### src/rtl/ro_trng_collector.sv
// ro_trng_collector: ring-oscillator entropy collector.
//
// Purpose:
//   NUM_RO ring oscillators are each synchronised through two flops. The
//   synchronised outputs are XORed into one raw entropy bit per clock. Bits
//   are optionally von Neumann debiased, then captured into a DEPTH-bit shift
//   register under a start/fill/ready FSM. The register freezes once full, so
//   the OUT_W-bit window selected by out_sel reads back stable data.
//
// Ports:
//   clk         single clock, all flops on posedge
//   rst_n       synchronous active-low reset
//   ro_en       per-oscillator enable, bit i drives oscillator i
//   start       one-cycle pulse that begins (or restarts) a capture
//   debias      0 = raw XOR bits, 1 = von Neumann debiased bits
//   out_sel     window index k -> shift_reg[k*OUT_W +: OUT_W]
//   out         registered readout window (1-cycle latency)
//   ready       high in FULL (DEPTH new bits captured)
//   busy        high in FILL
//   fill_count  bits accepted in the current capture, saturates at DEPTH
//
// FSM visibility: {busy, ready} encode the state one-to-one
//   (IDLE = 00, FILL = 10, FULL = 01), both registered with the state.
//
// Handshake: start is a level sampled every clock; it is acted on in every
//   state, and a cycle with start high never accepts an entropy bit.

// Portable stand-in for the ring-oscillator macro. The silicon cell replaces
// this; it keeps the same contract: a disabled oscillator drives 0.
module ro (
  input  logic ro_activate,
  output logic ro_out
);
  assign ro_out = ro_activate;
endmodule

module ro_trng_collector #(
  parameter int NUM_RO = 2,
  parameter int DEPTH  = 64,
  parameter int OUT_W  = 8,
  parameter int SEL_W  = ((DEPTH / OUT_W) > 1) ? $clog2(DEPTH / OUT_W) : 1,
  parameter int CNT_W  = $clog2(DEPTH + 1)
) (
  input  logic              clk,
  input  logic              rst_n,
  input  logic [NUM_RO-1:0] ro_en,
  input  logic              start,
  input  logic              debias,
  input  logic [SEL_W-1:0]  out_sel,
  output logic [OUT_W-1:0]  out,
  output logic              ready,
  output logic              busy,
  output logic [CNT_W-1:0]  fill_count
);

  localparam int NWIN = DEPTH / OUT_W;

  if (NUM_RO < 2 || NUM_RO > 8) begin : g_bad_num_ro
    $error("ro_trng_collector: NUM_RO must be in 2..8");
  end
  if ((DEPTH % OUT_W) != 0) begin : g_bad_depth
    $error("ro_trng_collector: DEPTH must be a multiple of OUT_W");
  end

  typedef enum logic [1:0] {
    IDLE = 2'd0,
    FILL = 2'd1,
    FULL = 2'd2
  } state_t;

  state_t             state;
  logic [NUM_RO-1:0]  ro_out;
  logic [NUM_RO-1:0]  s1;
  logic [NUM_RO-1:0]  s2;
  logic               raw_bit;
  logic               phase;
  logic               pair_first;
  logic               accept;
  logic               accept_bit;
  logic [DEPTH-1:0]   shift_reg;
  logic [OUT_W-1:0]   win;

  for (genvar i = 0; i < NUM_RO; i++) begin : g_ro
    ro u_ro (
      .ro_activate (ro_en[i]),
      .ro_out      (ro_out[i])
    );
  end

  assign raw_bit = ^s2;

  // Raw mode takes every bit. Debiased mode decides on the second bit of a
  // pair: differing pairs emit the first bit, equal pairs are dropped.
  always_comb begin
    accept     = 1'b1;
    accept_bit = raw_bit;
    if (debias) begin
      accept     = phase && (pair_first != raw_bit);
      accept_bit = pair_first;
    end
  end

  // Window mux; an out_sel past the last window reads zero.
  always_comb begin
    win = '0;
    for (int k = 0; k < NWIN; k++) begin
      if (out_sel == SEL_W'(k)) win = shift_reg[k*OUT_W +: OUT_W];
    end
  end

  always_ff @(posedge clk) begin
    if (!rst_n) begin
      s1         <= '0;
      s2         <= '0;
      pair_first <= 1'b0;
      phase      <= 1'b0;
      shift_reg  <= '0;
      fill_count <= '0;
      out        <= '0;
      ready      <= 1'b0;
      busy       <= 1'b0;
      state      <= IDLE;
    end else begin
      s1  <= ro_out;
      s2  <= s1;
      out <= win;
      case (state)
        IDLE, FULL: begin
          if (start) begin
            state      <= FILL;
            busy       <= 1'b1;
            ready      <= 1'b0;
            fill_count <= '0;
            phase      <= 1'b0;
          end
        end
        FILL: begin
          if (start) begin
            // Restart: old shift_reg contents are simply shifted out later.
            fill_count <= '0;
            phase      <= 1'b0;
          end else begin
            phase <= ~phase;
            if (!phase) pair_first <= raw_bit;
            if (accept) begin
              shift_reg  <= {shift_reg[DEPTH-2:0], accept_bit};
              fill_count <= fill_count + 1'b1;
              if (fill_count == CNT_W'(DEPTH - 1)) begin
                state <= FULL;
                busy  <= 1'b0;
                ready <= 1'b1;
              end
            end
          end
        end
        default: begin
          state <= IDLE;
          busy  <= 1'b0;
          ready <= 1'b0;
        end
      endcase
    end
  end

endmodule
### config.mk
export PLATFORM = sky130hd
export DESIGN_NAME = ro_trng_collector
export DESIGN_NICKNAME = d
export VERILOG_FILES = /design/src/rtl/ro_trng_collector.sv
export SDC_FILE = /design/constraint.sdc
export NUM_CORES = 1
export LEC_CHECK = 0
export ABC_AREA = 1
export CORE_UTILIZATION = 63
export DETAILED_ROUTE_END_ITERATION = 12
export PLACE_DENSITY = 0.84
export RECOVER_POWER = 25
export SLEW_MARGIN = 25
export SYNTH_ARGS = -nofsm -noshare
export SYNTH_HDL_FRONTEND = slang
export SYNTH_HIERARCHICAL = 1
export SYNTH_SLANG_ARGS = --single-unit
### constraint.sdc
create_clock -name clk -period 4.3 [get_ports clk]
set_clock_uncertainty 0.2 [all_clocks]
set_input_delay 1.075 -clock clk [delete_from_list [all_inputs] [get_ports clk]]
set_output_delay 1.075 -clock clk [all_outputs]
set_load 0.02 [all_outputs]
# After elaboration in Yosys (flattened, before gate mapping)
# Index checks and enable logic that the tools add are counted.
# classes
add_sub_neg,1
n_eq_ne,16
mux,31
bitwise,2
reduce_logical,11
# op_table
operator,count
8-bit 2-to-1 mux,8
7-bit 2-to-1 mux,3
7-bit case mux with 2 select lines,1
3-bit equality test (second input constant),4
1-bit 2-to-1 mux,11
3-bit AND reduction,3
2-bit 2-to-1 mux,4
2-bit != test (second input constant),4
7-bit by 1-bit adder with 7-bit output (second input constant),1
7-bit by 6-bit equality test with 1-bit output (second input constant),1
3-bit by 2-bit equality test with 1-bit output (second input constant),2
1-bit case mux with 2 select lines,3
2-bit case mux with 2 select lines,1
4-bit AND reduction,1
3-bit by 1-bit equality test with 1-bit output (second input constant),1
3-bit logical NOT,1
3-bit != test (second input constant),1
2-bit by 1-bit equality test with 1-bit output (second input constant),1
2-bit equality test (second input constant),1
2-bit logical NOT,1
1-bit inverter,2
2-bit AND reduction,1
2-bit nonzero test,1
2-bit OR reduction,1
other kinds (3),3
# totals
register_bits,89
in_bits,9
out_inout_bits,17
wordCells,71

# Longest topological paths before layout
# Gate-level depths: netlist of run 1.
# logic_depth
depth_word,9
ltp_mapped,10

# Cells and area by module
# Netlist of run 1, hierarchy kept.
# by_module_without_submodules
module,n_inst,cells_each,area_per_inst_um2
ro_trng_collector,1,549,3791.1
ro,2,1,7.5

# Worst setup path before layout of run 1
# OpenSTA, ideal clock, no wires.
# synth_path
kind,input to register
start,input port out_sel[0]
end,register out[2]
setup_ps,132
arrival_ps,2001
t_required_ps,3968
setup_slack_ps,1967
cell_stages,7
n_path_buf,2
cell_sequence,buf_2 -> inv_1 -> nor3_4 -> buf_4 -> nor2_1 -> nand2_1 -> a21oi_2
# synth_via
elab_chain_len,9
elab_cells_between_ends,16
# synth_rtl
item,line,text
"start, declared",49,"input logic [SEL_W-1:0] out_sel,"
3-bit logical NOT,107,if (out_sel == SEL_W'(k)) win = shift_reg[k*OUT_W +: OUT_W];
8-bit 2-to-1 mux (7 in series),107,
8-bit 2-to-1 mux *,107,
"end signal, assigned",126,out <= win;
"end, declared",50,"output logic [OUT_W-1:0] out,"
# Mark *: on every way between the ends. The rest lies on a longest branch, timed or not.
# A chain may end at the register's enable or synchronous reset.

# Worst setup path after layout of run 1
# layout_path
start,input port start
end,register shift_reg[39]
# layout_via
elab_chain_len,2
# layout_rtl
item,line,text
"start, declared",47,"input logic start,"
1-bit inverter (no source line),--,
3-bit AND reduction (no source line),--,
"end signal, assigned",146,"shift_reg <= {shift_reg[DEPTH-2:0], accept_bit};"
"end, declared",80,logic [DEPTH-1:0] shift_reg;
# Every way passes these cells.

==> flow_metrics.py, run 1 <==
metrics = {
    "placement": {
        "gp_congestion": 0.917,
        "place_area_sq_um": 4030,
        "place_ws_ns": 1.11,
        "dp_hpwl_mm": 5.80,
        "portBuffers": 25,
    },
    "power_and_ir_drop": {
        "p_sw_uw": 432,
        "p_per_area_nw_per_um2": 403,
        "finalPower_uw": 1720,
        "p_leak_uw": 0.00171,
        "max-vdd-ir-drop_mv": 0.267,
        "p_seq_frac": 0.509,
        "clkPwrFrac": 0.401,
        "cell_internal_pwr_uw": 1290,
        "comb_power_share": 0.091,
        "swShare": 0.251,
    },
    "drt": {
        "finalWirelength_mm": 8.50,
        "wl_met3_um": 553,
        "initialDrtViolationCount": 266,
        "m1WireLength_mm": 3.74,
        "drtPass1Iterations": 5,
        "wl_per_cell_um": 13.3,
        "wl_met2_mm": 4.07,
        "ant_nets": 0,
        "drc": 0,
        "highest_layer": "met4",
        "viasPerCell": 5.53,
        "vias": 3540,
    },
    "setup_path": {
        "crit_fanout": 64,
        "start_kind": "primary input",
        "crit_type": "in -> reg",
        "path_cells": "dlygate4sd3_1 > nor2_1 > nand2_1 > clkbuf_2 > o21ai_0 > nor2_1",
        "critPathCaptureType": "flip-flop",
        "crit_required_ns": 4.40,
        "cpMostUsedCell": "nor2_1",
        "reg2reg_depth": 9,
        "timing.rr.end": "shift_reg[39]$_SDFFE_PN0P_",
        "slowest_stage": "clkbuf_2",
        "r2r_slack_ns": 1.95,
        "slowest_delay_ns": 0.78,
        "rr_startpoint": "s2[1]$_SDFF_PN0_",
        "cp.arrival_ns": 3.08,
    },
    "clock_tree": {
        "clockBufferDepth": 2,
        "clkSinkCount": 88,
        "clock_latency_ns": 0.37,
        "cts_resized": 0,
        "cts_root_buf": "clkbuf_8",
        "cts_hold_buffers": 0,
        "cts_htree_levels": 3,
        "cts_tree": "built",
        "cts_setup_buffers": 0,
        "cts_made_buffers": 9,
        "path_clk_slew_ns": 0.09,
    },
    "yosys": {
        "synth.distinct_cells": 25,
        "ys_seq_elements": 88,
        "syn-cell-area_sq_um": 3810,
        "syn_area_per_cell_sq_um": 6.91,
        "yosys.area_share.simple": 0.324,
        "synth_mux_area_frac": 0.00296,
        "synth_xor_area_frac": 0,
        "synth.net_count": 561,
        "synth_top_family_by_area": "simple AND/OR/NAND/NOR gates",
        "synth_compound_area_frac": 0.124,
        "synth_adder_area_share": 0.00329,
        "ys_seq_area_frac": 0.463,
        "syn_inst": 551,
        "yosys_warnings": 6,
    },
    "hold_path": {
        "hold_class": "reg -> reg",
        "hold-path-cell-count": 2,
        "hold_start": "s1[0]$_SDFF_PN0_",
        "hold_end": "s2[0]$_SDFF_PN0_",
    },
    "layout": {
        "diodes": 0,
        "seq_area_sq_um": 1760,
        "fin_util": 0.752,
        "drive_gt1_frac": 0.0563,
        "multi_input_area_sq_um": 1730,
        "fin_nets": 573,
        "largest_reg_flops": 64,
        "stdcell_area_sq_um": 4270,
        "synthToLayoutAreaGrowth_pct": 12.2,
        "fillers": 437,
    },
    "floorplanning": {
        "num_rows": 27,
        "die_w_um": 79.7,
        "die_h_um": 79.7,
        "io-pin-count": 26,
        "die-area_sq_um": 6360,
        "initial_utilization": 0.671,
        "core-area_sq_um": 5680,
    },
    "grt": {
        "overflow": 0,
        "grt_max_degree": 73,
        "grt_pass1_wl_mm": 14.1,
        "gr-usage-all-layers": 0.289,
        "grt_pass1_vias": 3078,
        "antenna_found_initial": 0,
    },
    "timing": {
        "worst_pin_slew_ns": 1.02,
        "relSlewSlack": 0.323,
        "rsz0062_at_grt": "no",
        "drv_slew": 0,
        "fin_crit_ns": 2.98,
        "worst_slack_ns": 1.32,
        "final_hold_viol_count": 0,
        "setup-tns-final_ns": 0,
        "fin_crit_sh": 0.693,
        "fmax_ghz": 0.335,
        "setup_viol": 0,
    },
    "run_status": {
        "status": "complete, no violations",
    },
    "flow_run": {
        "maxCapViolCount": 0,
    },
}
==> area by class of cell <==
type	count	area share
tap	72	0.0211
multi-input combinational	389	0.406
timing repair buffer	28	0.0621
clock buffer	9	0.0290
sequential	88	0.413
clock inverter	7	0.0278
inverter	47	0.0419
==> power groups by stage <==
| stage | combinational (uW) | clock [uW] | sequential (uW) |
|---|---|---|---|
| floorplan | 111 | 0 | 891 |
| global placement | 150 | 0 | 893 |
| detailed placement | 156 | 0 | 894 |
| CTS | 157 | 691 | 875 |
| global route | 177 | 729 | 880 |
| finish | 156 | 690 | 876 |
==> cell usage in the layout, fill, tap and decap left out, drive strengths merged <==
master	netlist	routed
clkbuf	8	10
nor3	7	7
inv	46	47
dfxtp	88	88
clkinvlp	0	2
mux2	1	1
o21bai	1	1
nand4	15	15
dlygate4sd3	0	9
o21a	1	1
clkinv	1	2
o21ai	66	66
clkdlybuf4s50	0	15
nor4	2	2
buf	19	3
nand2	82	82
bufinv	0	3
nor2	162	162
ha	1	1
a21oi	24	24
nand3	27	27
==> cells in the mapped netlist <==
library cell,count,share of area
inv_2,1,0.00099
nor4_1,2,0.0033
a21oi_2,2,0.0046
buf_1,1,0.00099
inv_1,44,0.043
buf_4,4,0.0079
nand2_1,80,0.079
nor3_2,3,0.0079
buf_2,14,0.018
nand2_2,2,0.0033
o21a_1,1,0.0020
mux2_2,1,0.0030
nor3_4,2,0.0085
inv_4,1,0.0016
nor2_1,162,0.16
o21bai_1,1,0.0020
nand3_1,27,0.036
clkbuf_1,8,0.0079
dfxtp_1,88,0.46
clkinv_1,1,0.00099
nor3_1,2,0.0026
ha_1,1,0.0033
nand4_1,15,0.025
o21ai_0,66,0.087
a21oi_1,22,0.029
==> metrics by stage <==
stage	hold slack [ns]	std cells
floorplan	0.190	551
global placement	0.201	624
detailed placement	0.204	624
CTS	0.242	640
global route	0.268	640
finish	0.241	640
==> critical path, delay by kind of cell <==
family | cells | cell delay, ns
AND/OR/NAND/NOR | 3 | 0.33
buffers and inverters | 2 | 1.42
AO/OA/AOI/OAI | 1 | 0.24
==> kinds of logic after synthesis <==
logic type	after synthesis
compound gates	92
fa+ha+maj	1
simple gates	295
mux	1
buf+inv	74
flops	88
==> worst max-delay path by stage <==
stage / to / from / depth (start not counted)
2_1_floorplan: out[2]$_SDFF_PN0_ / out_sel[0] / 7
3_3_place_gp: out[1]$_SDFF_PN0_ / out_sel[0] / 7
3_5_place_dp: out[1]$_SDFF_PN0_ / out_sel[0] / 7
4_1_cts: out[1]$_SDFF_PN0_ / out_sel[0] / 7
5_1_grt: shift_reg[39]$_SDFFE_PN0P_ / start / 6
6_report: shift_reg[39]$_SDFFE_PN0P_ / start / 6
==> metal layers <==
| metal | GRT usage | vias up |
|---|---|---|
| met2 | 0.463 | 128 |
| met3 | 0.0583 | 15 |
| met4 | 0.113 | 0 |
| met5 | 0 | - |
| li1 | - | 1775 |
| met1 | 0.381 | 1622 |
Power figures use the tool's default switching activity.
==> run 2, diff against run 1 <==
- CORE_UTILIZATION: 63 -> 58
- PLACE_DENSITY: 0.84 -> 0.79
- clock period: 4.3 -> 3.1 ns (I/O delays scaled with it)
==> flow_metrics.py, run 2 (same netlist as run 1, synthesis figures left out) <==
metrics = {
    "floorplanning": {
        "die-area_sq_um": 6890,
        "die_w_um": 83.0,
        "die_h_um": 83.0,
        "initial_utilization": 0.599,
        "num_rows": 29,
        "core-area_sq_um": 6350,
        "io-pin-count": 26,
    },
    "setup_path": {
        "crit_fanout": 55,
        "crit_required_ns": 3.19,
        "cp.arrival_ns": 2.66,
        "r2r_slack_ns": 0.95,
        "crit_type": "in -> reg",
        "reg2reg_depth": 10,
        "rr_startpoint": "s2[1]$_SDFF_PN0_",
        "start_kind": "primary input",
        "critPathCaptureType": "flip-flop",
        "timing.rr.end": "shift_reg[29]$_SDFFE_PN0P_",
    },
    "drt": {
        "drc": 0,
        "initialDrtViolationCount": 231,
        "wl_per_cell_um": 13.1,
        "finalWirelength_mm": 8.51,
        "drtPass1Iterations": 5,
        "ant_nets": 0,
        "viasPerCell": 5.43,
        "vias": 3527,
    },
    "hold_path": {
        "hold_class": "reg -> reg",
        "hold_start": "s1[0]$_SDFF_PN0_",
        "hold-path-cell-count": 2,
        "hold_end": "s2[0]$_SDFF_PN0_",
    },
    "grt": {
        "antenna_found_initial": 0,
        "overflow": 0,
        "grt_max_degree": 56,
        "grt_pass1_wl_mm": 14.2,
        "gr-usage-all-layers": 0.255,
        "grt_pass1_vias": 3077,
    },
    "timing": {
        "setup-tns-final_ns": 0,
        "final_hold_viol_count": 0,
        "fin_crit_sh": 0.828,
        "fmax_ghz": 0.389,
        "relSlewSlack": 0.264,
        "fin_crit_ns": 2.57,
        "worst_pin_slew_ns": 1.10,
        "setup_viol": 0,
        "rsz0062_at_grt": "no",
        "drv_slew": 0,
    },
    "flow_run": {
        "maxCapViolCount": 0,
    },
    "layout": {
        "diodes": 0,
        "layout_common_cells": "nor2_1, dfxtp_1, nand2_1, o21ai_0, inv_1",
        "stdcell_area_sq_um": 4310,
        "drive_gt1_frac": 0.0576,
        "largest_reg_flops": 64,
        "fin_util": 0.678,
        "layout_commonest_cell": "nor2_1",
        "synthToLayoutAreaGrowth_pct": 13.1,
        "stdcell_count": 650,
        "fillers": 543,
        "fin_nets": 578,
    },
    "clock_tree": {
        "clkSinkCount": 88,
        "cts_setup_buffers": 0,
        "cts_root_buf": "clkbuf_8",
        "clockBufferDepth": 2,
        "cts_made_buffers": 9,
        "cts_hold_buffers": 0,
        "cts_htree_levels": 3,
        "clock_latency_ns": 0.35,
        "path_clk_slew_ns": 0.09,
        "cts_tree": "built",
        "cts_resized": 0,
    },
    "placement": {
        "dp.cells": 634,
        "portBuffers": 25,
        "gp_congestion": 0.894,
        "dp_hpwl_mm": 5.77,
        "place_area_sq_um": 4090,
    },
    "power_and_ir_drop": {
        "p_per_area_nw_per_um2": 550,
        "max-vdd-ir-drop_mv": 0.410,
        "p_leak_uw": 0.00170,
    },
    "run_status": {
        "status": "complete, no violations",
    },
}
## run 2: changes by cell type in the layout (fill, tap and decap cells not counted)
cell,previous run,this run
dlygate4sd3_1,9,1
clkbuf_2,1,0
clkbuf_4,0,1
buf_2,1,0
clkdlybuf4s50_1,15,23
clkinv_2,1,0
inv_6,1,0
clkbuf_1,0,4
buf_4,2,6
## run 2: worst max-delay path, cell delays in order
cell           delay (ns)
dlygate4sd3_1        0.64
nor2_1               0.13
nand2_1              0.12
inv_2                0.18
clkbuf_4             0.55
nor2_1               0.10
nor2_1               0.14
## run 2: area by class of cell
| type | count | area (sq um) | area share |
|---|---|---|---|
| timing repair buffer | 33 | 300 | 0.0697 |
| multi-input combinational | 389 | 1730 | 0.402 |
| inverter | 47 | 179 | 0.0416 |
| clock buffer | 11 | 131 | 0.0305 |
| tap | 77 | 96.3 | 0.0224 |
| sequential | 88 | 1760 | 0.409 |
| clock inverter | 5 | 105 | 0.0244 |
## run 2: metal layers
| metal | wire length, um | vias up | global-route usage |
|---|---|---|---|
| li1 | - | 1790 | - |
| met1 | 3970 | 1585 | 0.358 |
| met2 | 3800 | 136 | 0.385 |
| met3 | 572 | 16 | 0.0606 |
| met4 | 175 | 0 | 0.0862 |
| met5 | 0 | - | 0 |
## run 2: power by group
part           switching (uW)  leakage (uW)  internal [uW]
Clock                     396      0.000110            536
Sequential               34.8      0.000716           1180
Combinational             142      0.000876           79.7
## run 2: per-stage QoR
stage | hold slack [ns] | power (uW) | setup slack, ns
detailed placement | 0.201 | 1460 | 0.400
global route | 0.220 | 2470 | 0.373
global placement | 0.193 | 1450 | 0.419
finish | 0.211 | 2370 | 0.532
CTS | 0.214 | 2380 | 0.651
floorplan | 0.190 | 1390 | 1.07
## run 2: how the worst max path moves through the flow
stage / from / to / slack [ns] / cells past startpoint
after floorplan: out_sel[0] / out[2]$_SDFF_PN0_ / 1.07 / 7
after global placement: start / fill_count[1]$_SDFFE_PN0P_ / 0.42 / 8
after detailed placement: start / fill_count[2]$_SDFFE_PN0P_ / 0.40 / 8
after CTS: fill_count[0]$_SDFFE_PN0P_ / fill_count[0] / 0.65 / 1
after global routing: start / shift_reg[50]$_SDFFE_PN0P_ / 0.37 / 7
final: start / shift_reg[29]$_SDFFE_PN0P_ / 0.53 / 7
==> edit, RTL diff (settings of run 1) <==
One comparison of `fill_count` changes from == to >=.
--- a/src/rtl/ro_trng_collector.sv
+++ b/src/rtl/ro_trng_collector.sv
@@ -146,5 +146,5 @@
               shift_reg  <= {shift_reg[DEPTH-2:0], accept_bit};
               fill_count <= fill_count + 1'b1;
-              if (fill_count == CNT_W'(DEPTH - 1)) begin
+              if (fill_count >= CNT_W'(DEPTH - 1)) begin
                 state <= FULL;
                 busy  <= 1'b0;
Function: same outputs for any inputs over 10 cycles, from zero or initial values and one cycle with rst_n low; that may be too few to reach the edited logic, so the function may still have changed.
==> edit against run 1 <==
  * Non-clock buffer count grew 1
  * First-iteration DRC count fell by 4.5%
  * Sequential cell count stayed put
  * Critical path depth is the same
  * Wire length rose by 1.4%
  * Design area increased by 0.70%
  * Worst setup slack worse by 0.030 ns
  * Cell count is 1.9% higher
  * Die area up 3.0%
  * Total power fell by 1.6%
  * Area after synthesis increased by 3.1%
  * Critical path type unchanged
==> edit: results (changes against run 1) <==
- Status: completed (unchanged)
- Crit path launch: start (unchanged)
- Worst vdd ir: 0.245 mV (was 0.267 mV)
- Post-synth top cells: nor2_1 (165), dfxtp_1 (88), nand2_1 (85) (was nor2_1 (162), dfxtp_1 (88), nand2_1 (80))
- Largest net degree at the start of global routing: 71 (was 73)
- P_int: 1.28 mW (was 1.29 mW)
- Seq/Total Area, Yosys: 0.449 (was 0.463)
- Avg WL per Cell: 13.2 um (was 13.3 um)
- Clk pin slew, worst setup/hold paths: 0.09 ns (about the same)
- Vias in the first global route: 3189 (was 3078)
- Growth of design area from synthesis to finish: 9.60% (was 12.2%)
- CTS H-Tree Depth: 3 (unchanged)
- Max FFs per register: 64 (unchanged)
- WP data arrival: 3.06 ns (was 3.08 ns)
- RD Place Congestion: 0.888 (was 0.917)
- Post-CTS Setup Repair Bufs: 0 (unchanged)
- TritonCTS buffer count: 9 (unchanged)
- HPWL after detailed placement: 5590 um (was 5800 um)
- M1 WL: 3930 um (was 3740 um)
- Tot GR Track Use: 0.286 (was 0.289)
- Met2 wire length: 3990 um (was 4070 um)
- Crit share post-route: 0.700 (was 0.693)
- Uppermost routed layer: met4 (unchanged)
- Distinct cell type count after synthesis: 26 (was 25)
- Synth warn: 6 (unchanged)
- Met3 routed WL: 497 um (was 553 um)
- Synth Net Count: 572 (was 561)
- Post-CTS sizing: 0 (unchanged)
- Via density: 5.41 (was 5.53)
- Placed cell area: 4060 um2 (was 4030 um2)
- Layout cell share with drive strength beyond 1: 0.0624 (was 0.0563)
- Rel. slew slack: 0.302 (was 0.323)
- Dpl ws: 1.13 ns (was 1.11 ns)
- Worst min path class: flip-flop to flip-flop (unchanged)
- CTS root buffer: clkbuf_8 (unchanged)
- Worst-path fanout max: 64 (unchanged)
- CP endpoint: shift_reg[57] (was shift_reg[39])
- R2R depth: 6 (was 9)
- Synth area leaders: dfxtp_1 (45%), nor2_1 (16%), nand2_1 (8.1%) (was dfxtp_1 (46%), nor2_1 (16%), o21ai_0 (8.7%))
- Leak: 1.72 nW (was 1.71 nW)
- Antenna cells: 0 (unchanged)
- First-pass GRT wire length: 14200 um (was 14100 um)
- Worst R2R Start: state[0] (was s2[1])
- EDFF count, synth: 0 (unchanged)
- Initial antenna violation count: 0 (unchanged)
- Nets: 582 (was 573)
- Ys async rst share: 0 (unchanged)
- R2R setup slack: 1.99 ns (was 1.95 ns)
- Initial drt markers: 254 (was 266)
## edit: cell types whose count changed after synthesis, sizes merged
cell / delta
nor2: +3
o21ai: -1
clkbuf: +1
nand3: +2
o21a: -1
inv: -2
nand4: +1
nor3: +1
buf: +2
nor4: -1
nand2: +6
## edit: layer usage
| metal | GRT usage | up-vias |
|---|---|---|
| met5 | 0 | - |
| met1 | 0.367 | 1582 |
| met2 | 0.454 | 115 |
| met3 | 0.0640 | 23 |
| met4 | 0.138 | 0 |
| li1 | - | 1808 |
## edit: logic make-up after synthesis
logic type | Yosys count | synth area share
flip-flops | 88 | 0.449
AND/OR/NAND/NOR | 307 | 0.327
multiplexers | 1 | 0.00287
adder cells (fa/ha/maj) | 1 | 0.00319
AO/OA/AOI/OAI | 90 | 0.115
buffers and inverters | 75 | 0.102
## edit: worst min-delay path by stage
stage                from     to  slack, ns  cells after the start
floorplan           s1[0]  s2[0]       0.19                      2
global placement    s1[0]  s2[0]       0.20                      2
detailed placement  s1[0]  s2[0]       0.20                      2
CTS                 s1[0]  s2[0]       0.22                      2
global route        s1[0]  s2[0]       0.23                      2
finish              s1[0]  s2[0]       0.22                      2
## edit: per-stage QoR
step	hold slack, ns	std cells
finish	0.219	652
global route	0.234	652
CTS	0.224	652
detailed placement	0.201	636
global placement	0.202	636
floorplan	0.190	562
## edit: area by class of cell
class                      instances  area (um2)
clock buffer                      12         165
clock inverter                     4        75.1
fill                             489        1660
inverter                          45         171
multi-input combinational        399        1760
sequential                        88        1760
tap                               75        93.8
timing repair buffer              29         272
## edit: power groups by stage
stage | clock (mW) | combinational [mW] | sequential [mW]
after floorplan | 0 | 0.122 | 0.892
after global placement | 0 | 0.154 | 0.891
after detailed placement | 0 | 0.159 | 0.893
after CTS | 0.669 | 0.160 | 0.874
after global routing | 0.706 | 0.182 | 0.879
final | 0.661 | 0.159 | 0.874
## edit: critical path, stage by stage
cell and delay, ns:
dlygate4sd3_1 0.64, nor2_1 0.16, nand2_2 0.08, clkbuf_2 0.56, o21ai_0 0.45, nor2_1 0.07
